## src/rtl/keypad_scan_fifo.sv

```systemverilog
// Keypad matrix scanner: synchronises and debounces active-low row returns, encodes
// each accepted press as row*COLS+col, and queues codes in a FIFO with sticky overflow.
module keypad_scan_fifo #(
    parameter int ROWS            = 4,
    parameter int COLS            = 4,
    parameter int SCAN_DIV        = 4,
    parameter int DEBOUNCE_CYCLES = 8,
    parameter int REPEAT_CYCLES   = 0,
    parameter int FIFO_DEPTH      = 4,
    localparam int CODE_W         = $clog2(ROWS*COLS),
    localparam int CNT_W          = $clog2(FIFO_DEPTH+1)
) (
    input  logic              clk,
    input  logic              nRST,
    input  logic [ROWS-1:0]   RowIn,
    output logic [COLS-1:0]   ColOut,
    output logic [CODE_W-1:0] key_code,
    output logic              key_valid,
    input  logic              key_ready,
    output logic [CNT_W-1:0]  key_count,
    output logic              overflow,
    input  logic              ovf_clr
);
    localparam int RW = (ROWS > 1) ? $clog2(ROWS) : 1;
    localparam int CW = $clog2(COLS);
    localparam int DW = (SCAN_DIV > 1) ? $clog2(SCAN_DIV) : 1;
    localparam int BW = $clog2(DEBOUNCE_CYCLES+1);
    localparam int PW = (REPEAT_CYCLES > 0) ? $clog2(REPEAT_CYCLES+1) : 1;
    localparam int AW = $clog2(FIFO_DEPTH);
    localparam logic [COLS-1:0] COL_ONE = {{(COLS-1){1'b0}}, 1'b1};

    localparam logic [1:0] ST_SCAN     = 2'd0;
    localparam logic [1:0] ST_DEBOUNCE = 2'd1;
    localparam logic [1:0] ST_HELD     = 2'd2;
    localparam logic [1:0] ST_RELEASE  = 2'd3;

    logic [ROWS-1:0]   sync1_r, rs_r;
    logic [1:0]        state_r, state_nxt_s;
    logic [CW-1:0]     col_r, col_nxt_s, col_inc_s;
    logic [COLS-1:0]   col_out_r;
    logic [RW-1:0]     row_r, row_nxt_s, low_row_s;
    logic [DW-1:0]     dwell_r, dwell_nxt_s;
    logic [BW-1:0]     cnt_r, cnt_nxt_s, cnt_inc_s;
    logic [PW-1:0]     rep_r, rep_nxt_s, rep_inc_s;
    logic              push_s, any_low_s, row_bit_s;
    logic [CODE_W-1:0] code_s;

    logic [CODE_W-1:0] mem_r [FIFO_DEPTH];
    logic [AW-1:0]     wr_ptr_r, rd_ptr_r;
    logic [CNT_W-1:0]  count_r;
    logic              overflow_r, full_s, pop_s, wr_s, ovf_set_s;

    // Two-flop synchroniser on the raw rows, idle value all ones
    always_ff @(posedge clk or negedge nRST) begin
        if (!nRST) begin
            sync1_r <= {ROWS{1'b1}};
            rs_r    <= {ROWS{1'b1}};
        end else begin
            sync1_r <= RowIn;
            rs_r    <= sync1_r;
        end
    end

    // Lowest-index low row wins when several rows return in one column
    always_comb begin
        low_row_s = {RW{1'b0}};
        for (int i = ROWS-1; i >= 0; i--) begin
            low_row_s = rs_r[i] ? low_row_s : RW'(i);
        end
    end

    assign any_low_s = ~&rs_r;
    assign row_bit_s = rs_r[row_r];
    assign col_inc_s = (col_r == CW'(COLS-1)) ? {CW{1'b0}} : col_r + CW'(1);
    assign cnt_inc_s = cnt_r + BW'(1);
    assign rep_inc_s = rep_r + PW'(1);
    assign code_s    = CODE_W'(32'(row_r) * COLS + 32'(col_r));

    // Scan / debounce / hold / release next-state logic
    always_comb begin
        state_nxt_s = state_r;
        col_nxt_s   = col_r;
        row_nxt_s   = row_r;
        dwell_nxt_s = dwell_r;
        cnt_nxt_s   = cnt_r;
        rep_nxt_s   = rep_r;
        push_s      = 1'b0;
        case (state_r)
            ST_SCAN: begin
                if (dwell_r == DW'(SCAN_DIV-1)) begin
                    dwell_nxt_s = {DW{1'b0}};
                    if (any_low_s) begin
                        row_nxt_s   = low_row_s;
                        cnt_nxt_s   = {BW{1'b0}};
                        state_nxt_s = ST_DEBOUNCE;
                    end else begin
                        col_nxt_s = col_inc_s;
                    end
                end else begin
                    dwell_nxt_s = dwell_r + DW'(1);
                end
            end
            ST_DEBOUNCE: begin
                if (!row_bit_s) begin
                    if (cnt_inc_s == BW'(DEBOUNCE_CYCLES)) begin
                        push_s      = 1'b1;
                        rep_nxt_s   = {PW{1'b0}};
                        state_nxt_s = ST_HELD;
                    end else begin
                        cnt_nxt_s = cnt_inc_s;
                    end
                end else begin
                    dwell_nxt_s = {DW{1'b0}};
                    state_nxt_s = ST_SCAN;
                end
            end
            ST_HELD: begin
                if (row_bit_s) begin
                    cnt_nxt_s   = {BW{1'b0}};
                    state_nxt_s = ST_RELEASE;
                end else if (REPEAT_CYCLES > 0) begin
                    if (rep_inc_s == PW'(REPEAT_CYCLES)) begin
                        push_s    = 1'b1;
                        rep_nxt_s = {PW{1'b0}};
                    end else begin
                        rep_nxt_s = rep_inc_s;
                    end
                end else begin
                    rep_nxt_s = {PW{1'b0}};
                end
            end
            ST_RELEASE: begin
                if (row_bit_s) begin
                    if (cnt_inc_s == BW'(DEBOUNCE_CYCLES)) begin
                        col_nxt_s   = col_inc_s;
                        dwell_nxt_s = {DW{1'b0}};
                        state_nxt_s = ST_SCAN;
                    end else begin
                        cnt_nxt_s = cnt_inc_s;
                    end
                end else begin
                    // Bounce back to held: repeat timing restarts, no new push
                    rep_nxt_s   = {PW{1'b0}};
                    state_nxt_s = ST_HELD;
                end
            end
            default: begin
                dwell_nxt_s = {DW{1'b0}};
                state_nxt_s = ST_SCAN;
            end
        endcase
    end

    // Scan FSM registers, with the one-cold column drive kept registered
    always_ff @(posedge clk or negedge nRST) begin
        if (!nRST) begin
            state_r   <= ST_SCAN;
            col_r     <= {CW{1'b0}};
            col_out_r <= ~COL_ONE;
            row_r     <= {RW{1'b0}};
            dwell_r   <= {DW{1'b0}};
            cnt_r     <= {BW{1'b0}};
            rep_r     <= {PW{1'b0}};
        end else begin
            state_r   <= state_nxt_s;
            col_r     <= col_nxt_s;
            col_out_r <= ~(COL_ONE << col_nxt_s);
            row_r     <= row_nxt_s;
            dwell_r   <= dwell_nxt_s;
            cnt_r     <= cnt_nxt_s;
            rep_r     <= rep_nxt_s;
        end
    end

    assign full_s    = (count_r == CNT_W'(FIFO_DEPTH));
    assign pop_s     = (count_r != {CNT_W{1'b0}}) && key_ready;
    assign wr_s      = push_s && (!full_s || pop_s);
    assign ovf_set_s = push_s && full_s && !pop_s;

    // Key storage; stale entries are harmless because the head is masked when empty
    always_ff @(posedge clk) begin
        if (wr_s) begin
            mem_r[wr_ptr_r] <= code_s;
        end else begin
            mem_r[wr_ptr_r] <= mem_r[wr_ptr_r];
        end
    end

    // FIFO pointers, occupancy and sticky overflow (set beats clear)
    always_ff @(posedge clk or negedge nRST) begin
        if (!nRST) begin
            wr_ptr_r   <= {AW{1'b0}};
            rd_ptr_r   <= {AW{1'b0}};
            count_r    <= {CNT_W{1'b0}};
            overflow_r <= 1'b0;
        end else begin
            if (wr_s) wr_ptr_r <= wr_ptr_r + AW'(1);
            else      wr_ptr_r <= wr_ptr_r;
            if (pop_s) rd_ptr_r <= rd_ptr_r + AW'(1);
            else       rd_ptr_r <= rd_ptr_r;
            case ({wr_s, pop_s})
                2'b10:   count_r <= count_r + CNT_W'(1);
                2'b01:   count_r <= count_r - CNT_W'(1);
                default: count_r <= count_r;
            endcase
            if (ovf_set_s)    overflow_r <= 1'b1;
            else if (ovf_clr) overflow_r <= 1'b0;
            else              overflow_r <= overflow_r;
        end
    end

    assign ColOut    = col_out_r;
    assign key_valid = (count_r != {CNT_W{1'b0}});
    assign key_code  = key_valid ? mem_r[rd_ptr_r] : {CODE_W{1'b0}};
    assign key_count = count_r;
    assign overflow  = overflow_r;
endmodule

```

## config.mk

```make
export PLATFORM = sky130hd
export DESIGN_NAME = keypad_scan_fifo
export DESIGN_NICKNAME = d
export VERILOG_FILES = /design/src/rtl/keypad_scan_fifo.sv
export SDC_FILE = /design/constraint.sdc
export NUM_CORES = 1
export LEC_CHECK = 0
export BUFFER_PORTS_ARGS = -buffer_cell sky130_fd_sc_hd__buf_2
export CELL_PAD_IN_SITES_DETAIL_PLACEMENT = 0
export CELL_PAD_IN_SITES_GLOBAL_PLACEMENT = 1
export CORE_MARGIN = 2
export CORE_UTILIZATION = 35
export CTS_CLUSTER_SIZE = 40
export DETAILED_ROUTE_END_ITERATION = 12
export PLACE_DENSITY = 0.62
export SLEW_MARGIN = 20
export SYNTH_ARGS = -nofsm -noshare
export SYNTH_HDL_FRONTEND = slang
export SYNTH_SLANG_ARGS = --single-unit
export TNS_END_PERCENT = 10
```

## constraint.sdc

```tcl
create_clock -name clk -period 4.4 [get_ports clk]
set_input_delay 0.88 -clock clk [delete_from_list [all_inputs] [get_ports clk]]
set_output_delay 0.88 -clock clk [all_outputs]
set_load 0.02 [all_outputs]
```

# Word level (Yosys, flattened, before mapping)
# Memories as Yosys holds them, arrays and structs flattened.
# Index checks and enable logic that the tools add are counted.
dict set report totals {
  elab_cells 105
  rom_bits 0
  latch_bits 0
  ramBits 16
  out_inout_bits 13
  ff_bits 32
  mem_count 1
}
dict set report classes {
  reduce_logical 18
  div_mod_pow 0
  bitwise 3
  n_lt_le_gt_ge 1
  n_mux 42
  mul 0
  n_shift 1
  addsub 8
  eq_ne 19
}
# memory depth word_bits read_ports rd_clocked_by_memory_dff wr line
set memory_table {}
lappend memory_table {mem_r 4 4 1 0 1 48} ;# logic [CODE_W-1:0] mem_r [FIFO_DEPTH];
# cell count
set op_table {}
lappend op_table {{$mux W2} 19}
lappend op_table {{$mux W4} 8}
lappend op_table {{$pmux W4 S4} 1}
lappend op_table {{$ne A2 B2 Y1 const B} 7}
lappend op_table {{$eq A2 B2 Y1 const B} 5}
lappend op_table {{$reduce_and A5 Y1} 2}
lappend op_table {{$mux W1} 9}
lappend op_table {{$add A2 B1 Y2 const B} 4}
lappend op_table {{$pmux W2 S4} 1}
lappend op_table {{$reduce_and A4 Y1} 2}
lappend op_table {{$ne A3 B3 Y1 const B} 2}
lappend op_table {{$pmux W2 S3} 1}
lappend op_table {{$pmux W3 S2} 1}
lappend op_table {{$reduce_bool A3 Y1} 2}
lappend op_table {{$add A4 B1 Y4 const B} 1}
lappend op_table {{$add A4 B2 Y4} 1}
lappend op_table {{$eq A2 B1 Y1 const B} 2}
lappend op_table {{$eq A4 B4 Y1 const B} 1}
lappend op_table {{$logic_and A1 B1 Y1} 4}
lappend op_table {{$not A4 Y4} 1}
lappend op_table {{$pmux W2 S2} 1}
lappend op_table {{$reduce_bool A2 Y1} 2}
lappend op_table {{$shl A1 B2 Y4 const A} 1}
lappend op_table {{$add A3 B1 Y3 const B} 1}
lappend op_table {{other kinds (12)} 13}

# Depth between registers and ports, before layout
# Gate-level depths: netlist of the first run.
dict set report depth {
  ltp_word 9
  mapped_depth 13
  depth_no_buf 13
}

# Worst setup path before layout of the first run
# Ideal clock, no wire load.
dict set report synth_path {
  path_type {input -> register}
  start {in key_ready}
  end {reg count_r[2] (netlist: key_count[2])}
  slack_ns 1.661
  setup_ns 0.080
  path_stages 9
  arrival_ns 2.659
  path_buffers 0
  t_required_ns 4.320
  cell_sequence {or4b_2 nor2b_4 inv_1 ha_1 inv_1 fa_1 xor2_1 nor2_1 xor2_1}
}
dict set report synth_via {
  elab_chain_cells 5
}
# element line
set synth_rtl {}
lappend synth_rtl {{from (decl)} 19} ;# input logic key_ready,
lappend synth_rtl {{$logic_and A1 B1 Y1 (*)} 176} ;# assign pop_s = (count_r != {CNT_W{1'b0}}) && key_ready;
lappend synth_rtl {{$logic_or A1 B1 Y1} 177} ;# assign wr_s = push_s && (!full_s || pop_s);
lappend synth_rtl {{$logic_and A1 B1 Y1} 177}
lappend synth_rtl {{$eq A2 B1 Y1 / $eq A2 B2 Y1 (equally long branches)} 201} ;# case ({wr_s, pop_s})
lappend synth_rtl {{$pmux W3 S2 / $reduce_bool A2 Y1 (equally long branches)} -}
lappend synth_rtl {{to (signal assigned)} 202} ;# 2'b10: count_r <= count_r + CNT_W'(1);
lappend synth_rtl {{to (signal assigned)} 203} ;# 2'b01: count_r <= count_r - CNT_W'(1);
lappend synth_rtl {{to (signal assigned)} 204} ;# default: count_r <= count_r;
lappend synth_rtl {{to (decl)} 50} ;# logic [CNT_W-1:0] count_r;
# Every way passes the cells marked *; elsewhere a longest branch is shown, timed or not.
# A chain may end at the register's enable or synchronous reset.

# Worst setup path after layout of the first run
dict set report layout_path {
  start {reg row_r[0]}
  end {reg count_r[2] (netlist: key_count[2])}
}
dict set report layout_via {
  elab_chain_cells 7
}
# element line
set layout_rtl {}
lappend layout_rtl {{from (decl)} 41} ;# logic [RW-1:0] row_r, row_nxt_s, low_row_s;
lappend layout_rtl {{from (signal assigned)} 160} ;# row_r <= {RW{1'b0}};
lappend layout_rtl {{from (signal assigned)} 168} ;# row_r <= row_nxt_s;
lappend layout_rtl {{$bmux W1 S2 (*)} 73} ;# assign row_bit_s = rs_r[row_r];
lappend layout_rtl {{$mux W1 (implied by the code) (*)} 73}
lappend layout_rtl {{$mux W1 (*)} 104} ;# if (!row_bit_s) begin
lappend layout_rtl {{$mux W1 (*)} 88} ;# case (state_r)
lappend layout_rtl {{$logic_and A1 B1 Y1 (*)} 177}
lappend layout_rtl {{$eq A2 B1 Y1 / $eq A2 B2 Y1 (equally long branches)} 201}
lappend layout_rtl {{$pmux W3 S2 / $reduce_bool A2 Y1 (equally long branches)} -}
# Every way passes the cells marked *; elsewhere a longest branch is shown, timed or not. The select of a mux whose other input is x is not followed.

==> run metrics, run 1 <==
status finished, final reports clean; top cell type's share of synthesized area around 23%; total CTS buffers 5; synthesis-stage register bit count 48; share of layout cells above drive strength 1 26.09%; Mapped Avg Cell Area 12.70 um^2; H-tree level count 2; clk_skew about 0.0063 ns; hold path depth 0; NumNets Final 228; area delta synth->final 13.21%; antenna diode count 0; synth top area cells dfrtp_1 23%, edfxtp_1 21%, dfstp_2 13%; pin count of the biggest net entering global routing 33; Yosys cell types slightly below 50; Routed Antenna Nets 0; max-slew violation count 0; clock slew seen by the registers of the worst setup and hold paths 0.09 ns; # setup viols final 0; Mapped Cells about 180; Routed WL per cell approximately 14 um; DRT iter0 DRCs 62; Worst Setup Start Kind flop; post-placement cell count roughly 280; DRC violations left 0; Setup crit end kind flop; worst setup margin 1.618 ns; post-synthesis sequential area ratio between 50% and 60%; Reg2Reg Depth 11; Peak VDD IR 0.2888 mV; IO Pins 21; FP Rows 29; CTS Buffer Depth 2; asr flop ratio synth 66.67%; Post-Place Cell Area ~0.0025 mm^2; Worst Hold Class flop to flop; starting density of the core roughly 36%; clock latency on the worst-skew pair roughly 0.30 ns; post-CTS setup repair buffer count 0; Synth warnings 0; Core ar. around 0.0063 mm^2; final std cells w/o fill approximately 280; leak pwr 1.119 nW; top cells by count, synth 21 x dfrtp_1, 16 x edfxtp_1, 13 x ha_1, 13 x inv_1, 11 x dfstp_2; port buffer count 20; DIE AREA ~0.0073 mm^2; Min Clock Period, post-route about 2.8 ns; Rel. slew slack approximately half; first-pass GRT wire length about 7 mm; vias in the first global route roughly 1.5k; post-route cell area roughly 0.0026 mm^2; grt ovf 0; Critical Path RT approximately 4.6 ns; CTS resizes 0; most frequent cell after synthesis dfrtp_1; hold buffers post-CTS 0; CP cell instances mux4_2, nand2b_1, or2_4, nor2b_4, inv_1, ha_1, inv_1, fa_1, xor2_1, nor2_1, xor2_1; Worst Path Arrival 2.98 ns; Slowest-stage cell, CP mux4_2; Via-to-Cell Ratio between 5 and 6; Pwr Density 574.0 mW/mm^2; crit path kind flop to flop; MaxCap Viol Count 0; CTS tree done; via count between 1k and 1.5k; Max Fclk 0.3595 GHz; Tcrit/Tclk final between 60% and 70%; Max stage delay on crit path roughly 0.67 ns; First-pass DRT Iterations 4; Synth Net Count just over 200; pre-CTS setup slack between 1 and 1.5 ns; Fin. Hold Viols 0; Die Wd around 85 um; clock root buffer clkbuf_8; GRT Total Usage between 10% and 20%; setup TNS 0 ns; post-synth top area cell dfrtp_1; initial antenna violation count 0; number of synthesized flops with an enable pin 16; total routed wirelength ~4.1 mm; Die H roughly 85 um; Top FF cell, synth dfrtp_1; HPWL Detailed between 3 and 4 mm; clk sink count 48; placer's final routability congestion estimate 0.7895; mapped cell area between 0.002 and 0.0025 mm^2; RSZ-0062 raised after global routing false; actual slew at the worst max-slew pin ~0.73 ns; crit path max fanout 11
[cell usage in the layout, fill, tap and decap left out, types with 5 or more instances in the layout]
cell,Yosys,routed
dfstp_2,11,11
nor2_1,6,6
clkbuf_8,0,5
ha_1,13,13
and2_1,9,9
mux4_2,5,5
buf_2,0,20
edfxtp_1,16,16
nand2_1,7,7
nand2b_1,5,5
inv_1,13,13
dfrtp_1,21,21
o21ai_0,10,10
a21oi_1,8,8
[metal layers]
metal	routed length (um)	share of wire, %	vias to the layer above	global-route usage (%)
met5	0	0	-	0
met4	36	0.89	0	3.608
met3	125	3.1	4	3.016
met2	2004	49	22	20.45
met1	1890	47	705	15.40
li1	-	-	703	-
[final timing paths]
path / slack [ns] / end / start
hold reg to reg: 0.36 / rs_r[0]$_DFF_PN1_ / sync1_r[0]$_DFF_PN1_
setup reg to reg: 1.62 / key_count[2]$_DFFE_PN0P_ / row_r[0]$_DFFE_PN0P_
min in group asynchronous: 0.63 / rd_ptr_r[1]$_DFFE_PN0P_ / nRST
max in group asynchronous: 3.31 / col_r[1]$_DFF_PN0_ / nRST
hold / removal: 0.36 / rs_r[0]$_DFF_PN1_ / sync1_r[0]$_DFF_PN1_
setup / recovery: 1.62 / key_count[2]$_DFFE_PN0P_ / row_r[0]$_DFFE_PN0P_
[registers in the layout (all words and copies together) (netlist names), named ones only]
register   flops
row_r          2
wr_ptr_r       2
rs_r           4
dwell_r        2
mem_r         16
state_r        1
rd_ptr_r       2
overflow       1
key_count      3
sync1_r        4
ColOut         4
cnt_r          4
col_r          2
[cells by family (layout without fill, tap and decap cells)]
kind of cell / Yosys count / after routing / synth area share [%]
flops: 48 / 48 / 56.04
buf+inv: 16 / 41 / 2.924
mux: 10 / 10 / 7.147
compound gates: 39 / 39 / 10.88
fa+ha+maj: 14 / 14 / 7.905
simple gates: 49 / 49 / 12.83
xor+xnor: 6 / 6 / 2.274
[through the flow]
| step | total power, W | util [%] | hold slack [ns] |
|---|---|---|---|
| 4_1_cts | 0.001522 | 41.20 | 0.3612 |
| 5_1_grt | 0.001606 | 41.20 | 0.3705 |
| 6_report | 0.001502 | 41.20 | 0.3602 |
| 3_5_place_dp | 0.001180 | 39.19 | 0.3468 |
| 3_3_place_gp | 0.001156 | 39.19 | 0.3454 |
| 2_1_floorplan | 0.001040 | - | 0.3452 |
[cell type report]
| class | instances | area (um^2) |
|---|---|---|
| clock buffers | 7 | 118.9 |
| well taps | 77 | 96.34 |
| multi-input cells | 118 | 948.4 |
| inverters | 13 | 48.80 |
| flip-flops and latches | 48 | 1295 |
| fillers | 601 | 3734 |
| repair buffers | 20 | 100.1 |
| clock inverters | 1 | 8.758 |
[where the power goes]
group | leakage, nW | switching [W] | internal (W)
clock network | 0.0651 | 0.000155 | 0.000183
logic | 0.510 | 0.000317 | 0.000226
registers | 0.544 | 0.0000815 | 0.000539
[critical path, delay by kind of cell (launching register included)]
kind | cells | cell delay [ns]
and+or+nand+nor | 4 | 0.73
muxes | 1 | 0.67
DFF | 1 | 0.48
adders and majority gates | 2 | 0.37
xor gates and xnor gates | 2 | 0.27
buffers and inverters | 2 | 0.14
(Power assumes the default switching activity.)
==> run 2: changes to the inputs <==
- ABC_AREA: not set -> 1
- PLACE_DENSITY: 0.62 -> 0.68
- clock period: 4.4 -> 2.3 ns (I/O delays scaled with it)
==> run 2 against run 1 <==
Compared with the run above: count of clock-buffer cells in the layout is 1 lower; sequential share of layout area is 2.5 points lower; area after synthesis is 5.9% higher; total power is 130% higher; largest cell class unchanged.
==> run metrics, run 2 <==
post-synthesis sequential area ratio 52.91%; Synth Net Count between 200 and 300; Slowest-stage cell, CP dfrtp_2; area delta synth->final 12.78%; max-slew violation count 0; Pwr Density ~1300 mW/mm^2; RSZ-0062 raised after global routing true; Pwr Total roughly 0.0035 W; status finished, final reports clean; most frequent cells in the layout 55 x nand2_1, 34 x nor2_1, 32 x inv_1, 20 x dfrtp_1, 20 x buf_2; DRT iter0 DRCs 70; Core ar. a little under 0.007 mm^2; Max Fclk between 0.4 and 0.5 GHz; synth top area cells dfrtp_1 21%, edfxtp_1 20%, dfstp_2 12%; buffer and inverter count on the worst path 2; post-synth top area cell dfrtp_1; IO Pins 21; hold buffers post-CTS 0; FP Rows 30; Mapped Avg Cell Area ~9.3 um^2; Routed WL per cell 11.72 um; total CTS buffers 5; Die Wd 87.62 um; HPWL Detailed about 3.3 mm; total routed wirelength between 4 and 5 mm; clk_skew around 0.0069 ns; commonest non-fill, non-tap cell in the layout nand2_1; placer's final routability congestion estimate between 0.8 and 0.9; total net switching power around 0.0016 W; top cells by count, synth 55 x nand2_1, 34 x nor2_1, 32 x inv_1, 21 x dfrtp_1, 16 x edfxtp_1; Min Clock Period, post-route between 2 and 2.5 ns; max reg flops 16; # setup viols final 0; CP cell instances ha_1, inv_1, nand2_1, nand3_4, nor2_4, nand4_4, ha_1, inv_1, fa_1, a21oi_1, o21ai_1, xor2_1; Critical Path RT about 2.5 ns; actual slew at the worst max-slew pin between 0.7 and 0.8 ns; First-pass DRT Iterations 4; Yosys cell types 32; antenna diode count 0; Worst Path Arrival 2.31 ns; clk sink count 48; Top FF cell, synth dfrtp_1; initial antenna violation count 0; Max stage delay on crit path ~0.45 ns; Mapped Cells between 200 and 300; MaxCap Viol Count 0; Setup crit end kind flop; Peak VDD IR 0.4773 mV; Clock power frac between 10 and 15%; setup TNS 0 ns; leak pwr about 1.2 nW; via count roughly 1.7k; starting density of the core between 30% and 40%; Rel. slew slack 52.00%; vias in the first global route 1748; synthesis-stage register bit count 48; Reg power frac 38.9%; net switching fraction of the power 44.84%; clock slew seen by the registers of the worst setup and hold paths 0.09 ns; mapped cell area approximately 0.0024 mm^2; crit path kind flop to flop; Worst Hold Class input port to asynchronous set/reset pin; DIE AREA about 0.0077 mm^2; grt ovf 0; DRC violations left 0; Power Internal 0.001913 W; port buffer count 20; CTS tree done; Biggest register mem_r; cell family with most CP delay adder cells; top cell type's share of synthesized area 21.47%; Worst Setup Start Kind flop; asr flop ratio synth about two thirds; Die H between 80 and 90 um; number of synthesized flops with an enable pin 16; H-tree level count 2; Via-to-Cell Ratio approximately 4.5; crit path max fanout 6; clock latency on the worst-skew pair ~0.30 ns; share of layout cells above drive strength 1 22.07%; Fin. Hold Viols 0; most frequent cell after synthesis nand2_1; CTS Buffer Depth 2; first-pass GRT wire length 8.100 mm; GRT Total Usage 13.61%; Routed Antenna Nets 0; Tcrit/Tclk final ~92%; NumNets Final slightly above 300; clock root buffer clkbuf_8; pin count of the biggest net entering global routing 33; Logic pwr share a little under half; Synth warnings 0
run 2: layer usage:
| layer | share of wire, % | vias up | track usage [%] |
|---|---|---|---|
| met5 | 0 | - | 0 |
| met4 | 1.4 | 0 | 4.615 |
| met3 | 2.8 | 6 | 3.205 |
| met2 | 48 | 25 | 22.73 |
| met1 | 48 | 801 | 17.37 |
| li1 | - | 903 | - |
run 2: path summary, 6_finish.rpt:
kind                       slack [ns]  cells past startpoint                       end            startpoint
setup / recovery                 0.18                     12  key_count[2]$_DFFE_PN0P_  cnt_r[0]$_DFFE_PN0P_
hold / removal                   0.21                      1      row_r[0]$_DFFE_PN0P_                  nRST
setup reg to reg                 0.18                     12  key_count[2]$_DFFE_PN0P_  cnt_r[0]$_DFFE_PN0P_
hold reg to reg                  0.36                      0         rs_r[1]$_DFF_PN1_  sync1_r[1]$_DFF_PN1_
max in group asynchronous        1.59                      1      cnt_r[0]$_DFFE_PN0P_                  nRST
min in group clk                 0.25                      1      sync1_r[2]$_DFF_PN1_              RowIn[2]
run 2: repair_timing:
action	4_1_cts	5_1_grt
endpoints found under the setup margin	0	2
gates resized for setup	0	2
buffers inserted	0	1
hold endpoints to repair	0	0
run 2: logic make-up after synthesis:
| group | count (synthesis) | share of synthesized area (%) |
|---|---|---|
| XOR/XNOR | 4 | 1.432 |
| AO/OA/AOI/OAI | 35 | 7.976 |
| flip-flops | 48 | 52.91 |
| AND/OR/NAND/NOR | 124 | 24.39 |
| buffers and inverters | 37 | 5.828 |
| adder cells (fa/ha/maj) | 14 | 7.464 |
run 2: worst reg2reg max path: cells and delay by family, from the launching register on:
kind,cells,cell delay (ns)
AOI/OAI and AO/OA,2,0.23
xor gates and xnor gates,1,0.14
adders and majority gates,3,0.76
buffers and inverters,2,0.13
DFF,1,0.45
and+or+nand+nor,4,0.32
run 2: final cells by class:
type | count | area [um^2]
timing repair buffer | 23 | 122.6
inverter | 34 | 127.6
fill | 691 | 4034
clock inverter | 2 | 11.26
sequential | 48 | 1296
clock buffer | 6 | 72.57
multi-input combinational | 177 | 1010
tap | 96 | 120.1
run 2: metrics by stage:
stage | hold WS [ns] | std cells | utilization [%] | worst slack [ns] | instance area [um^2]
2_1_floorplan | 0.1644 | 262 | - | 0.2187 | 2447
3_5_place_dp | 0.3482 | 377 | 39.26 | 0.1200 | 2668
6_report | 0.2064 | 386 | 40.63 | 0.1776 | 2760
5_1_grt | 0.2226 | 386 | 40.63 | -0.005016 | 2760
3_3_place_gp | 0.3454 | 377 | 39.26 | 0.1860 | 2668
4_1_cts | 0.2312 | 385 | 40.50 | 0.1003 | 2751
run 2: power groups by stage:
stage	combinational (W)	sequential [W]	clock, W
floorplan	0.00122	0.00135	0
global placement	0.00163	0.00136	0
detailed placement	0.00163	0.00137	0
CTS	0.00164	0.00135	0.000524
global route	0.00189	0.00138	0.000555
finish	0.00163	0.00135	0.000491
==> run 3: changes to the inputs <==
- BUFFER_PORTS_ARGS: -buffer_cell sky130_fd_sc_hd__buf_2 -> not set
- DONT_BUFFER_PORTS: not set -> 1
- PLACE_DENSITY: 0.68 -> not set
- PLACE_DENSITY_LB_ADDON: not set -> 0.1
==> run 3 against run 2 <==
Compared with the run above: wire length grew 2.1%; non-clock buffer count shrank 12; design area shrank 1.0%; count of clock-buffer cells in the layout grew 1; sequential cell count is the same; critical endpoint unchanged; largest cell class unchanged.
==> run metrics, run 3 (same netlist as run 2, synthesis figures left out) <==
Slowest-stage cell, CP dfrtp_2; Via-to-Cell Ratio 4.479; Worst Hold Class input port to flop; HPWL Detailed around 3.4 mm; CTS Buffer Depth 2; pin count of the biggest net entering global routing 33; clock latency on the worst-skew pair 0.30 ns; port buffer count 0; Die H between 80 and 90 um; Tcrit/Tclk final about 93%; Min Clock Period, post-route roughly 2.1 ns; Peak VDD IR around 0.46 mV; Pwr Density 1258 mW/mm^2; Worst Path Arrival about 2.3 ns; H-tree level count 2; Post-Place Cell Area roughly 0.0026 mm^2; initial antenna violation count 0; Die Wd roughly 88 um; post-layout util 40.22%; Max stage delay on crit path about 0.44 ns; clk sink count 48; share of layout cells above drive strength 1 a little under a fifth; max reg flops 16; CP cell instances ha_1, inv_1, nand2_1, nand3_4, nor2_4, nand4_4, ha_1, inv_1, fa_1, a21oi_1, o21ai_0, xor2_1; Core ar. slightly below 0.007 mm^2; via count 1675; clock slew seen by the registers of the worst setup and hold paths approximately 0.090 ns; Routed WL per cell roughly 12 um; RSZ-0062 raised after global routing false; grt ovf 0; MaxCap Viol Count 0; DRT iter0 DRCs 66; actual slew at the worst max-slew pin ~0.46 ns; starting density of the core approximately 36%; Max Fclk approximately 0.47 GHz; FP Rows 30; CTS tree done; First-pass DRT Iterations 4; crit path max fanout 5; worst hold slack approximately 0.16 ns; Critical Path RT ~2.5 ns; total CTS buffers 5; GRT Total Usage 13.67%; final-layout fill cell count around 680; Setup crit end kind flop; Rel. slew slack between 60% and 70%; DIE AREA 0.007677 mm^2; Worst Setup Start Kind flop; total routed wirelength 4.620 mm; max-slew violation count 0; vias in the first global route ~1.7k; IO Pins 21; setup TNS 0 ns; status finished, final reports clean; clock root buffer clkbuf_8; antenna diode count 0; clk_skew about 0.0093 ns; NumNets Final 299; leak pwr around 1.2 nW; Biggest register mem_r; placer's final routability congestion estimate around 0.72; # setup viols final 0; area delta synth->final 11.66%; DRC violations left 0; crit path kind flop to flop; FF-to-FF setup slack 0.17 ns; first-pass GRT wire length slightly above 8 mm; post-route cell area around 0.0027 mm^2; Pwr Total 0.003439 W; Fin. Hold Viols 0; most frequent cells in the layout 55 x nand2_1, 34 x nor2_1, 32 x inv_1, 20 x dfrtp_1, 16 x edfxtp_1; Routed Antenna Nets 0; commonest non-fill, non-tap cell in the layout nand2_1
==> run 3: worst paths after layout <==
check,cells after the start,to,start
max in group asynchronous,2,ColOut[3]$_DFF_PN1_,nRST
setup reg to reg,12,key_count[2]$_DFFE_PN0P_,cnt_r[0]$_DFFE_PN0P_
hold reg to reg,0,rs_r[1]$_DFF_PN1_,sync1_r[1]$_DFF_PN1_
min in group asynchronous,2,state_r[0]$_DFFE_PN0P_,nRST
hold / removal,0,sync1_r[2]$_DFF_PN1_,RowIn[2]
setup / recovery,12,key_count[2]$_DFFE_PN0P_,cnt_r[0]$_DFFE_PN0P_
==> run 3: timing repair <==
action | CTS | global route
setup endpoints to repair | 0 | 2
hold buffers | 2 | 0
setup buffers | 0 | 3
endpoints found under the hold margin | 32 | 0
resized for setup | 0 | 1
==> run 3: per-stage QoR <==
step,setup slack (ns),std cells
global placement,0.1640,361
global route,0.005283,374
CTS,0.1048,371
floorplan,0.2187,262
detailed placement,0.1450,361
finish,0.1699,374
==> run 3: worst max-delay path: cells and delay by family (launching register included) <==
kind | cells | cell delay, ns
XOR/XNOR | 1 | 0.15
flip-flops | 1 | 0.44
adder cells (fa/ha/maj) | 3 | 0.74
AND/OR/NAND/NOR | 4 | 0.31
AO/OA/AOI/OAI | 2 | 0.25
buffers and inverters | 2 | 0.12
==> run 3: layout make-up <==
cell class	count	area (um^2)	share of cell area (%)
clock inverters	1	5.005	0.1832
flip-flops and latches	48	1296	47.44
inverters	34	127.6	4.670
multi-input cells	177	1010	36.95
clock buffers	7	76.32	2.793
repair buffers	11	97.59	3.571
well taps	96	120.1	4.396
==> run 3: per-layer routing <==
| metal | track usage (%) | part of all wire [%] |
|---|---|---|
| met3 | 3.205 | 3.3 |
| met2 | 21.90 | 47 |
| met1 | 18.64 | 49 |
| met5 | 0 | 0 |
| met4 | 3.776 | 1.0 |
==> run 3: power breakdown <==
part	switching, W	internal (W)	total, W
sequential	0.000250	0.00113	0.00138
combinational	0.00102	0.000552	0.00158
clock	0.000272	0.000214	0.000486
